### src/rtl/hdmi_audio_sched.sv
// Audio sample scheduler for the HDMI encoder: a fractional phase accumulator turns
// the pixel clock into a 48 kHz clk_audio, and two stereo sources are attenuated, mixed and saturated.
module hdmi_audio_sched #(
  parameter int CLK_HZ    = 40000000,
  parameter int SAMPLE_HZ = 48000,
  parameter int ACC_W     = 27
) (
  input  logic               clk_pixel,
  input  logic               resetn,
  input  logic               src0_valid,
  output logic               src0_ready,
  input  logic signed [15:0] src0_l,
  input  logic signed [15:0] src0_r,
  input  logic               src1_valid,
  output logic               src1_ready,
  input  logic signed [15:0] src1_l,
  input  logic signed [15:0] src1_r,
  input  logic [1:0]         cfg_en,
  input  logic [1:0]         cfg_shift0,
  input  logic [1:0]         cfg_shift1,
  input  logic               clr_stats,
  output logic               clk_audio,
  output logic               sample_tick,
  output logic signed [15:0] audio0,
  output logic signed [15:0] audio1,
  output logic [7:0]         underrun0,
  output logic [7:0]         underrun1
);

  localparam logic [ACC_W-1:0] INC   = ACC_W'(2 * SAMPLE_HZ);
  localparam logic [ACC_W-1:0] LIMIT = ACC_W'(CLK_HZ);

  typedef enum logic [1:0] {IDLE, SNAP, SUM, SAT} state_t;

  function automatic logic signed [15:0] attn(input logic signed [15:0] x,
                                              input logic [1:0]         sh);
    return x >>> sh;
  endfunction

  // A 17-bit sum overflows 16 bits exactly when its top two bits disagree.
  function automatic logic signed [15:0] sat16(input logic signed [16:0] s);
    if (s[16] != s[15]) return s[16] ? 16'sh8000 : 16'sh7FFF;
    return s[15:0];
  endfunction

  function automatic logic [7:0] sat_inc8(input logic [7:0] u);
    return (u == 8'hFF) ? u : u + 8'd1;
  endfunction

  // Control state (reset)
  logic [ACC_W-1:0]   acc_q, acc_d;
  logic               clk_audio_q, clk_audio_d;
  logic               sample_tick_q, sample_tick_d;
  state_t             state_q, state_d;
  logic [1:0]         full_q, full_d;
  logic signed [15:0] last_l_q [2];
  logic signed [15:0] last_l_d [2];
  logic signed [15:0] last_r_q [2];
  logic signed [15:0] last_r_d [2];
  logic [7:0]         underrun_q [2];
  logic [7:0]         underrun_d [2];
  logic signed [15:0] audio0_q, audio0_d;
  logic signed [15:0] audio1_q, audio1_d;

  // Datapath state (no reset)
  logic signed [15:0] hold_l_q [2];
  logic signed [15:0] hold_l_d [2];
  logic signed [15:0] hold_r_q [2];
  logic signed [15:0] hold_r_d [2];
  logic signed [15:0] snap_l_q [2];
  logic signed [15:0] snap_l_d [2];
  logic signed [15:0] snap_r_q [2];
  logic signed [15:0] snap_r_d [2];
  logic signed [16:0] sum_l_q, sum_l_d;
  logic signed [16:0] sum_r_q, sum_r_d;

  // Per-source views of the flat port list
  logic [1:0]         in_vld;
  logic [1:0]         in_rdy;
  logic signed [15:0] in_l [2];
  logic signed [15:0] in_r [2];
  logic [1:0]         shift [2];

  logic [ACC_W-1:0]   acc_sum;
  logic               toggle;
  logic signed [15:0] pick_l [2];
  logic signed [15:0] pick_r [2];

  assign in_vld   = {src1_valid, src0_valid};
  assign in_rdy   = ~full_q & {2{resetn}};
  assign in_l[0]  = src0_l;
  assign in_l[1]  = src1_l;
  assign in_r[0]  = src0_r;
  assign in_r[1]  = src1_r;
  assign shift[0] = cfg_shift0;
  assign shift[1] = cfg_shift1;

  always_comb begin
    acc_sum       = acc_q + INC;
    toggle        = (acc_sum >= LIMIT);
    acc_d         = toggle ? (acc_sum - LIMIT) : acc_sum;
    clk_audio_d   = clk_audio_q ^ toggle;
    sample_tick_d = toggle & ~clk_audio_q;

    state_d    = state_q;
    full_d     = full_q;
    last_l_d   = last_l_q;
    last_r_d   = last_r_q;
    underrun_d = underrun_q;
    audio0_d   = audio0_q;
    audio1_d   = audio1_q;
    hold_l_d   = hold_l_q;
    hold_r_d   = hold_r_q;
    snap_l_d   = snap_l_q;
    snap_r_d   = snap_r_q;
    sum_l_d    = sum_l_q;
    sum_r_d    = sum_r_q;
    pick_l     = '{default: '0};
    pick_r     = '{default: '0};

    case (state_q)
      IDLE: begin
        if (toggle && clk_audio_q) state_d = SNAP;
      end
      SNAP: begin
        state_d = SUM;
        for (int n = 0; n < 2; n++) begin
          if (cfg_en[n]) begin
            if (full_q[n]) begin
              pick_l[n]   = hold_l_q[n];
              pick_r[n]   = hold_r_q[n];
              last_l_d[n] = hold_l_q[n];
              last_r_d[n] = hold_r_q[n];
              full_d[n]   = 1'b0;
            end else begin
              // Starved source repeats its previous sample and is counted.
              pick_l[n]     = last_l_q[n];
              pick_r[n]     = last_r_q[n];
              underrun_d[n] = sat_inc8(underrun_q[n]);
            end
          end else begin
            full_d[n] = 1'b0;
          end
          snap_l_d[n] = attn(pick_l[n], shift[n]);
          snap_r_d[n] = attn(pick_r[n], shift[n]);
        end
      end
      SUM: begin
        state_d = SAT;
        sum_l_d = $signed({snap_l_q[0][15], snap_l_q[0]}) + $signed({snap_l_q[1][15], snap_l_q[1]});
        sum_r_d = $signed({snap_r_q[0][15], snap_r_q[0]}) + $signed({snap_r_q[1][15], snap_r_q[1]});
      end
      SAT: begin
        state_d  = IDLE;
        audio0_d = sat16(sum_l_q);
        audio1_d = sat16(sum_r_q);
      end
      default: state_d = IDLE;
    endcase

    // A load on the snapshot cycle lands after the snapshot decision, so it is kept for the next period.
    for (int n = 0; n < 2; n++) begin
      if (in_vld[n] && in_rdy[n]) begin
        hold_l_d[n] = in_l[n];
        hold_r_d[n] = in_r[n];
        full_d[n]   = 1'b1;
      end
    end

    if (clr_stats) underrun_d = '{default: '0};
  end

  always_ff @(posedge clk_pixel) begin
    if (!resetn) begin
      acc_q         <= '0;
      clk_audio_q   <= 1'b0;
      sample_tick_q <= 1'b0;
      state_q       <= IDLE;
      full_q        <= '0;
      last_l_q      <= '{default: '0};
      last_r_q      <= '{default: '0};
      underrun_q    <= '{default: '0};
      audio0_q      <= '0;
      audio1_q      <= '0;
    end else begin
      acc_q         <= acc_d;
      clk_audio_q   <= clk_audio_d;
      sample_tick_q <= sample_tick_d;
      state_q       <= state_d;
      full_q        <= full_d;
      last_l_q      <= last_l_d;
      last_r_q      <= last_r_d;
      underrun_q    <= underrun_d;
      audio0_q      <= audio0_d;
      audio1_q      <= audio1_d;
    end
  end

  always_ff @(posedge clk_pixel) begin
    hold_l_q <= hold_l_d;
    hold_r_q <= hold_r_d;
    snap_l_q <= snap_l_d;
    snap_r_q <= snap_r_d;
    sum_l_q  <= sum_l_d;
    sum_r_q  <= sum_r_d;
  end

  assign src0_ready  = in_rdy[0];
  assign src1_ready  = in_rdy[1];
  assign clk_audio   = clk_audio_q;
  assign sample_tick = sample_tick_q;
  assign audio0      = audio0_q;
  assign audio1      = audio1_q;
  assign underrun0   = underrun_q[0];
  assign underrun1   = underrun_q[1];

endmodule

### config.mk
export PLATFORM = sky130hd
export DESIGN_NAME = hdmi_audio_sched
export DESIGN_NICKNAME = d
export VERILOG_FILES = /design/src/rtl/hdmi_audio_sched.sv
export SDC_FILE = /design/constraint.sdc
export NUM_CORES = 1
export LEC_CHECK = 0
export ABC_AREA = 1
export CORE_AREA = 3 3 168 170
export CTS_BUF_LIST = sky130_fd_sc_hd__clkbuf_8
export CTS_CLUSTER_SIZE = 20
export DETAILED_ROUTE_END_ITERATION = 16
export DIE_AREA = 0 0 171 173
export PLACE_DENSITY = 0.8
export SETUP_SLACK_MARGIN = 0.3
export SYNTH_ARGS = -nofsm -noshare
export SYNTH_HDL_FRONTEND = slang
export SYNTH_SLANG_ARGS = --single-unit
### constraint.sdc
create_clock -name clk_pixel -period 3.53 [get_ports clk_pixel]
set_input_delay 0.706 -clock clk_pixel [delete_from_list [all_inputs] [get_ports clk_pixel]]
set_output_delay 0.706 -clock clk_pixel [all_outputs]
set_load 0.05 [all_outputs]
Word level (Yosys, flattened, before mapping)
Index checks and enable logic that the tools add are counted.
{"block": "classes", "n_addsub": 6, "n_eq_ne": 8, "shift": 4, "bitwise_logic": 10, "n_mux": 28, "order_cmp": 1, "reduce_logical": 11}
{"op": "$mux W16", "count": 18}
{"op": "$sshr A16 B2 Y16", "count": 4}
{"op": "$add A16 B16 Y17", "count": 2}
{"op": "$add A27 B17 Y27 const B", "count": 1}
{"op": "$ge A27 B26 Y1 const B", "count": 1}
{"op": "$mux W27", "count": 1}
{"op": "$sub A27 B26 Y27 const B", "count": 1}
{"op": "$add A8 B1 Y8 const B", "count": 2}
{"op": "$eq A8 B8 Y1 const B", "count": 2}
{"op": "$pmux W2 S4", "count": 1}
{"op": "$reduce_and A4 Y1", "count": 2}
{"op": "$mux W1", "count": 6}
{"op": "$not A1 Y1", "count": 6}
{"op": "$eq A2 B2 Y1 const B", "count": 2}
{"op": "$mux W2", "count": 2}
{"op": "$reduce_and A2 Y1", "count": 2}
{"op": "$reduce_bool A2 Y1", "count": 2}
{"op": "$logic_and A1 B1 Y1", "count": 3}
{"op": "$and A2 B2 Y2", "count": 1}
{"op": "$eq A2 B1 Y1 const B", "count": 1}
{"op": "$logic_not A2 Y1", "count": 1}
{"op": "$ne A1 B1 Y1", "count": 2}
{"op": "$ne A2 B2 Y1 const B", "count": 1}
{"op": "$not A2 Y2", "count": 1}
{"op": "other kinds (3)", "count": 3}
{"block": "totals", "out_inout_bits": 52, "regBits": 307}

Longest topological paths before layout
Gate-level depths: netlist of the first run.
{"block": "depth", "word_depth": 5, "depth_mapped": 21}

Worst setup path before layout of the first run
No wires, ideal clock.
{"block": "synth_timing", "path_type": "reg-to-reg", "from": "register state_q[1]", "to": "register underrun_q, in the netlist underrun0[7]", "setup_time_ns": 0.120, "required_time_ns": 3.410, "slack_ns": -0.019, "path_stages_with_launch": 10, "synth_period_minus_slack_ns": 3.549, "t_arrival_ns": 3.429, "path_buffers": 0, "cell_sequence": "dfxtp_1 -> inv_1 -> ha_1 -> nand2_1 -> nor3_1 -> nand4_1 -> nor3_1 -> nand2_1 -> o21ai_0 -> a21oi_1"}
{"block": "synth_via", "elab_chain_len": 2}
{"item": "start, declared", "line": "54", "source": "state_t state_q, state_d;"}
{"item": "start signal, assigned", "line": "189", "source": "state_q <= state_d;"}
{"item": "$eq A2 B1 Y1", "line": "121", "source": "case (state_q)"}
{"item": "$reduce_and A4 Y1 (no line)"}
{"item": "end signal, assigned", "line": "193", "source": "underrun_q <= underrun_d;"}
{"item": "end, declared", "line": "60", "source": "logic [7:0] underrun_q [2];"}
Every way passes these cells.
A chain may end at the register's enable or synchronous reset.

Worst setup path in the final report of the first run
{"block": "layout_timing", "from": "register acc_q[8]", "to": "register state_q[1]"}
{"block": "layout_via", "elab_chain_len": 4}
{"item": "start, declared", "line": "51", "source": "logic [ACC_W-1:0] acc_q, acc_d;"}
{"item": "start signal, assigned", "line": "175", "source": "acc_q <= '0;"}
{"item": "start signal, assigned", "line": "186", "source": "acc_q <= acc_d;"}
{"item": "$add A27 B17 Y27", "line": "99", "source": "acc_sum = acc_q + INC;"}
{"item": "$ge A27 B26 Y1", "line": "100", "source": "toggle = (acc_sum >= LIMIT);"}
{"item": "$logic_and A1 B1 Y1", "line": "123", "source": "if (toggle && clk_audio_q) state_d = SNAP;"}
{"item": "$ne A2 B2 Y1 (no line)"}
Every way passes these cells.

==> results.py, run 1 <==
metrics = {
    "routing": {
        "ant_nets": 0,
        "drt_first_iter_violations": 830,
        "drt_first_pass_iters": 6,
        "post_drt_wl_per_cell_um": 14.7,
        "vias_per_cell": 5.36,
        "post-route-drc-count": 0,
        "dr_total_vias": 11255,
        "detail_route.wirelength_um": 31000,
    },
    "synthesis": {
        "synth.yosys.seq_area_share_pct": 52.8,
        "synthMostInstantiatedCell": "sky130_fd_sc_hd__nand2_1",
        "synth.area.top_cells": "sky130_fd_sc_hd__edfxtp_1 34%, sky130_fd_sc_hd__dfxtp_1 19%, sky130_fd_sc_hd__nand2_1 8.0%",
        "synth_top_cell_area_share_pct": 33.7,
        "async_sr_flop_fraction_pct": 0,
        "synthDominantAreaCellType": "sky130_fd_sc_hd__edfxtp_1",
        "synth-main-ff-cell": "sky130_fd_sc_hd__edfxtp_1",
        "mean_instance_size_in_the_synthesized_netlist_um2": 9.00,
        "ys_types": 43,
        "synth_enable_flop_cells": 162,
        "synth.top_cells.by_count": "307 x sky130_fd_sc_hd__nand2_1, 179 x sky130_fd_sc_hd__o21ai_0, 171 x sky130_fd_sc_hd__inv_1",
        "synth.ff_latch_count": 299,
        "synth_area_um2": 14400,
        "number_of_warnings_issued_by_yosys": 0,
        "post_synth_inst_count": 1603,
        "postSynthNetCount": 1728,
    },
    "sta": {
        "rsz0062_at_grt": "false",
        "timing.max_slew.rel_slack_pct": 29.6,
        "max_slew.worst_pin.slew_ns": 1.06,
        "fin_setup_tns_ns": 0,
        "min_period_over_period_pct": 82.1,
        "post-route-min-period_ns": 2.90,
        "final.setup.worst_slack_ns": 0.630,
        "report.final.slew_viol_count": 0,
        "finalHoldViolCount": 0,
        "fmaxAchievable_mhz": 345,
        "setup_viol": 0,
        "fin_worst_skew_ns": 0.0207,
    },
    "placed_design": {
        "dp_worst_setup_slack_ns": 0.565,
        "detailed_place_hpwl_um": 22500,
        "gp_congestion": 0.917,
        "io_buffers": 126,
    },
    "clocking": {
        "htreeDepth": 2,
        "hold_buffers": 0,
        "clock_sink_count": 299,
        "cts_tree": "built",
        "clock_latency_at_the_later_pin_of_the_worst_skew_pair_ns": 0.56,
        "cts_made_buffers": 47,
        "clkSlewWorstSetupHoldPaths_ns": 0.06,
        "post_cts.repair.setup_buffers": 0,
        "clockBufferDepth": 3,
        "root_buffer": "sky130_fd_sc_hd__clkbuf_8",
    },
    "critical_path": {
        "critical_path.max_fanout": 32,
        "minimum_setup_slack_among_reg_to_reg_paths_ns": 0.63,
        "worst-setup-path-type": "flop to flop",
        "worst_setup_start_kind": "flop",
        "cp_data_arrival_time_ns": 3.38,
        "reg2reg_to": "state_q[1]",
        "critPathCaptureType": "flop",
        "worst_ep_required_time_ns": 4.01,
        "reg2regPathDepth": 19,
        "r2r_start": "acc_q[8]",
    },
    "worst_hold_path": {
        "worst_hold_path_type": "flop to flop",
        "worstHoldPathCells": 1,
        "worstHoldEndpoint": "acc_q[8]",
        "startpoint_of_the_worst_hold_path": "acc_q[8]",
    },
    "cells_and_area": {
        "diodes": 0,
        "drive_gt1_share_pct": 6.66,
        "area_growth_pct": 17.2,
        "nets": 1844,
        "fill_cell_count": 2232,
    },
    "pwr": {
        "max-vdd-ir-drop_uv": 392,
        "design_power_total_uw": 11000,
        "power_per_cell_area_nw_per_um2": 651,
        "power.static_leakage_uw": 0.00709,
    },
    "floorplanning": {
        "floorplan.die_area_um2": 29600,
        "initial_core_util_pct": 53.7,
        "placeableCoreArea_um2": 26900,
        "fp.dieW_um": 171,
        "fp.dieH_um": 173,
        "design.portCount": 127,
        "std_cell_rows": 60,
    },
    "grt": {
        "grt_util_overall_pct": 20.7,
        "grt.overflow.total": 0,
        "grt_first_pass_wirelength_um": 51300,
        "maximum_number_of_pins_on_one_net_before_global_route_repair": 114,
        "grt_antenna_before_repair": 0,
        "first_global_vias": 10502,
    },
    "status": {
        "status": "finished clean",
    },
    "flow_run": {
        "drv.max_cap_violation_count": 0,
    },
}
timing repair:
item / CTS / global route
setup endpoints to repair: 0 / 2
endpoints found under the hold margin: 0 / 0
gates resized for setup: 0 / 3
worst max path at each step:
stage,start,end,slack [ns],cells after the start
floorplan,state_q[1],underrun0[7],0.71,9
global placement,cfg_shift0[0],snap_r_q[24],0.64,7
detailed placement,acc_q[8],state_q[1],0.56,19
CTS,acc_q[8],state_q[1],0.54,19
global route,acc_q[8],state_q[0],0.32,19
finish,acc_q[8],state_q[1],0.63,19
layout make-up:
class,instances,area [um^2],share of cell area [%]
sequential,299,7610,45.0
multi-input combinational,1046,5830,34.5
timing repair buffer,141,1390,8.22
clock buffer,55,757,4.48
inverter,184,691,4.09
tap,341,427,2.52
clock inverter,33,196,1.16
worst max-delay path: stages, from the launching register on:
cell and delay [ns]:
sky130_fd_sc_hd__dfxtp_1 0.35, sky130_fd_sc_hd__inv_1 0.07, sky130_fd_sc_hd__ha_1 0.22, sky130_fd_sc_hd__nand2_1 0.11, sky130_fd_sc_hd__nand2_1 0.09, sky130_fd_sc_hd__inv_1 0.09, sky130_fd_sc_hd__ha_1 0.15, sky130_fd_sc_hd__inv_1 0.06
sky130_fd_sc_hd__nand3_1 0.14, sky130_fd_sc_hd__nand2_1 0.08, sky130_fd_sc_hd__nand2_1 0.10, sky130_fd_sc_hd__nand3_1 0.13, sky130_fd_sc_hd__nand2_1 0.13, sky130_fd_sc_hd__nand2_1 0.12, sky130_fd_sc_hd__nand3_4 0.15, sky130_fd_sc_hd__nand2_8 0.16
sky130_fd_sc_hd__ha_1 0.24, sky130_fd_sc_hd__nor2_2 0.16, sky130_fd_sc_hd__o21ai_0 0.09, sky130_fd_sc_hd__a21oi_1 0.16
cells by family after synthesis:
group	count (synthesis)	synth area share, %
compound gates	389	14.9
xor+xnor	28	1.70
fa+ha+maj	50	4.44
buf+inv	258	6.97
flops	299	52.8
mux	63	4.37
simple gates	516	14.9
routing by layer:
metal	global-route usage (%)	routed length (um)
met1	30.0	14300
met2	32.1	14000
met3	3.82	1920
met4	5.90	776
met5	0	0
sequential cells by signal, summed over array words and instances, names as in the netlist:
name	count
clk_audio	1
hold_r_q	32
acc_q	19
last_r_q	32
state_q	2
underrun1	8
audio1	16
sample_tick	1
sum_r_q	17
underrun0	8
hold_l_q	32
snap_r_q	32
snap_l_q	32
audio0	16
full_q	2
sum_l_q	17
last_l_q	32
cells in the final DEF (no fill, tap or decap), types with 47 or more instances in the layout:
cell type,Yosys,final
sky130_fd_sc_hd__clkbuf_8,0,55
sky130_fd_sc_hd__mux2i_1,63,63
sky130_fd_sc_hd__clkdlybuf4s50_1,0,123
sky130_fd_sc_hd__edfxtp_1,162,162
sky130_fd_sc_hd__dfxtp_1,137,135
sky130_fd_sc_hd__nand3_1,59,59
sky130_fd_sc_hd__nor2_1,98,97
sky130_fd_sc_hd__o21ai_0,179,179
sky130_fd_sc_hd__nand2_1,307,307
sky130_fd_sc_hd__inv_1,171,188
sky130_fd_sc_hd__a21oi_1,126,126
sky130_fd_sc_hd__ha_1,48,47
report_power, final:
part / internal [uW] / leakage, uW / total, uW / switching (uW)
Sequential: 4520 / 0.00263 / 4890 / 378
Combinational: 1150 / 0.00390 / 3210 / 2060
Clock: 1570 / 0.000556 / 2910 / 1330
Total: 7240 / 0.00709 / 11000 / 3770
through the flow:
step	hold WS (ns)	utilization, %	cells	area [um^2]
finish	0.450	62.9	2099	16900
global route	0.481	62.9	2099	16900
CTS	0.454	62.8	2099	16900
detailed placement	0.443	59.3	2011	15900
global placement	0.431	59.3	2011	15900
floorplan	0.417	-	1603	14400
(Power assumes the default switching activity.)
==> run 2: changes to the inputs <==
- CORE_AREA: 3 3 168 170 -> 3 3 160 162
- DIE_AREA: 0 0 171 173 -> 0 0 163 165
- PLACE_DENSITY: 0.8 -> 0.84
- clock period: 3.53 -> 2.78 ns (I/O delays scaled with it)
==> run 2 against run 1 <==
Effect of this change: clock skew decreased by 0.00085 ns; combinational power increased by 40%; total power increased by 33%; maximum frequency up 22%; hold slack lost 0.030 ns; die area is 9.1% lower; largest power group unchanged; highest routed layer unchanged.
==> results.py, run 2 (synthesized netlist as in run 1, its figures left out) <==
metrics = {
    "status": {
        "status": "finished clean",
    },
    "cells_and_area": {
        "layout.cells.most_common": "sky130_fd_sc_hd__nand2_1",
        "most-common-layout-cells": "290 x sky130_fd_sc_hd__nand2_1, 179 x sky130_fd_sc_hd__inv_1, 177 x sky130_fd_sc_hd__o21ai_0",
        "post_layout_nonfiller_instances": 2108,
        "drive_gt1_share_pct": 11.7,
        "fin_area_um2": 17400,
        "postLayoutCoreUtil_pct": 71.9,
        "nets": 1871,
        "area_growth_pct": 20.9,
        "diodes": 0,
    },
    "critical_path": {
        "critPathCaptureType": "flop",
        "worst-setup-path-type": "flop to flop",
        "minimum_setup_slack_among_reg_to_reg_paths_ns": 0.41,
        "cp_cell_sequence": "inv_4, ha_4, inv_1, nand2_1, nand2_2, inv_2, ha_2, inv_2, nand3_2, nand2_1, nand2_2, nand3_2, nand2_2, nand2_4, nand3_4, nand2_4, ha_4, nor2_4, nor3_4, a211oi_2",
        "critPathLaunch": "acc_q[8]",
        "highest_cell_delay_on_the_worst_timing_path_ns": 0.34,
        "worst_ep_required_time_ns": 3.26,
        "worst_setup_start_kind": "flop",
        "critPathBufInv": 4,
        "critical_path.max_fanout": 5,
        "reg2regPathDepth": 20,
        "worst_path_most_repeated_cell": "sky130_fd_sc_hd__nand2_2",
        "worst_path_dominant_cell_family": "simple AND/OR/NAND/NOR gates",
        "reg2reg_to": "state_q[0]",
        "cp.depth": 20,
        "r2r_start": "acc_q[8]",
        "cp_data_arrival_time_ns": 2.85,
        "cpMaxStageDelayCell": "sky130_fd_sc_hd__dfxtp_2",
        "setup.worst_path.end": "state_q[0]",
    },
    "routing": {
        "ant_nets": 0,
        "detail_route.wirelength_um": 32900,
        "dr_total_vias": 11684,
        "drt_first_iter_violations": 919,
        "post-route-drc-count": 0,
        "post_drt_wl_per_cell_um": 15.6,
        "vias_per_cell": 5.54,
        "drt_first_pass_iters": 8,
    },
    "grt": {
        "grt_antenna_before_repair": 0,
        "grt_first_pass_wirelength_um": 53100,
        "grt_util_overall_pct": 24.2,
        "grt.overflow.total": 0,
        "busiest_layer": "met2",
        "first_global_vias": 10869,
        "met1_usage_pct": 32.8,
        "grt_util_met3_pct": 4.04,
        "global_route.usage.met2_pct": 39.9,
        "maximum_number_of_pins_on_one_net_before_global_route_repair": 114,
    },
    "sta": {
        "max_slew.worst_pin.slew_ns": 1.26,
        "finalHoldViolCount": 0,
        "rsz0062_at_grt": "true",
        "report.final.slew_viol_count": 0,
        "fin_worst_skew_ns": 0.0199,
        "fin_worst_hold_slack_ns": 0.419,
        "timing.max_slew.rel_slack_pct": 15.6,
        "min_period_over_period_pct": 85.4,
        "fin_setup_tns_ns": 0,
        "post-route-min-period_ns": 2.37,
        "fmaxAchievable_mhz": 421,
        "setup_viol": 0,
    },
    "placed_design": {
        "place.detailed.instances": 2007,
        "io_buffers": 126,
        "gp_congestion": 0.925,
        "detailed_place_hpwl_um": 23500,
        "post_dp_cell_area_um2": 16000,
    },
    "clocking": {
        "clock_sink_count": 299,
        "root_buffer": "sky130_fd_sc_hd__clkbuf_8",
        "clock_latency_at_the_later_pin_of_the_worst_skew_pair_ns": 0.56,
        "cts_tree": "built",
        "cts_made_buffers": 47,
        "clkSlewWorstSetupHoldPaths_ns": 0.06,
        "clockBufferDepth": 3,
        "htreeDepth": 2,
    },
    "pwr": {
        "max-vdd-ir-drop_uv": 549,
        "power.static_leakage_uw": 0.00729,
        "power_per_cell_area_nw_per_um2": 837,
    },
    "floorplanning": {
        "placeableCoreArea_um2": 24200,
        "initial_core_util_pct": 59.5,
        "fp.dieH_um": 165,
        "design.portCount": 127,
        "floorplan.die_area_um2": 26900,
        "std_cell_rows": 57,
        "fp.dieW_um": 163,
    },
    "flow_run": {
        "drv.max_cap_violation_count": 0,
    },
    "worst_hold_path": {
        "worst_hold_path_type": "input pin to flop",
    },
}
-- run 2: cell types whose count changed in the layout (fill, tap and decap cells not counted), moves of 5 or more --
cell | previous run | this run
sky130_fd_sc_hd__a21oi_1 | 126 | 120
sky130_fd_sc_hd__buf_4 | 15 | 40
sky130_fd_sc_hd__nand2_4 | 1 | 9
sky130_fd_sc_hd__nor2_1 | 97 | 89
sky130_fd_sc_hd__nor2_2 | 5 | 10
sky130_fd_sc_hd__dfxtp_1 | 135 | 126
sky130_fd_sc_hd__dfxtp_2 | 2 | 11
sky130_fd_sc_hd__nand2_1 | 307 | 290
sky130_fd_sc_hd__nand2_2 | 7 | 17
sky130_fd_sc_hd__inv_1 | 188 | 179
sky130_fd_sc_hd__a21oi_2 | 0 | 6
-- run 2: per-layer routing --
| layer | wire length, um | part of all wire [%] |
|---|---|---|
| met5 | 0 | 0 |
| met1 | 14200 | 43 |
| met3 | 2260 | 6.9 |
| met2 | 15500 | 47 |
| met4 | 959 | 2.9 |
-- run 2: where the power goes --
| group | leakage, uW | total, uW | switching, uW | internal (uW) |
|---|---|---|---|---|
| registers | 0.00264 | 6170 | 430 | 5740 |
| clock network | 0.000570 | 3910 | 1720 | 2200 |
| logic | 0.00409 | 4510 | 2900 | 1610 |
| total | 0.00729 | 14600 | 5040 | 9550 |
-- run 2: layout make-up --
cell class | count | area, um^2
Sequential cell | 299 | 7620
Fill cell | 1765 | 6810
Multi-Input combinational cell | 1046 | 6080
Timing Repair Buffer | 168 | 1620
Clock buffer | 55 | 757
Inverter | 184 | 696
Tap cell | 324 | 405
Clock inverter | 32 | 259
-- run 2: worst min-delay path, delay by kind of cell --
kind / cells / cell delay (ns)
and+or+nand+nor: 3 / 0.18
buffers and inverters: 2 / 0.20
-- run 2: worst min path at each step --
stage / startpoint / end / depth (start not counted)
global route: resetn / full_q[0] / 5
global placement: acc_q[8] / acc_q[8] / 1
floorplan: acc_q[8] / acc_q[8] / 1
finish: resetn / full_q[1] / 5
CTS: resetn / full_q[1] / 5
detailed placement: acc_q[8] / acc_q[8] / 1
-- run 2: stage by stage --
stage          total power, uW  setup slack [ns]
2_1_floorplan             9220             0.304
3_3_place_gp             10300             0.173
3_5_place_dp             10500            0.0220
4_1_cts                  14400             0.289
5_1_grt                  15500             0.213
6_report                 14600             0.407
-- run 2: repair_timing --
action,in CTS,in global routing
buffers inserted,6,8
resized for setup,12,67
setup endpoints to repair,20,29
endpoints found under the hold margin,0,0
hold buffers,0,0
pin swaps,3,17
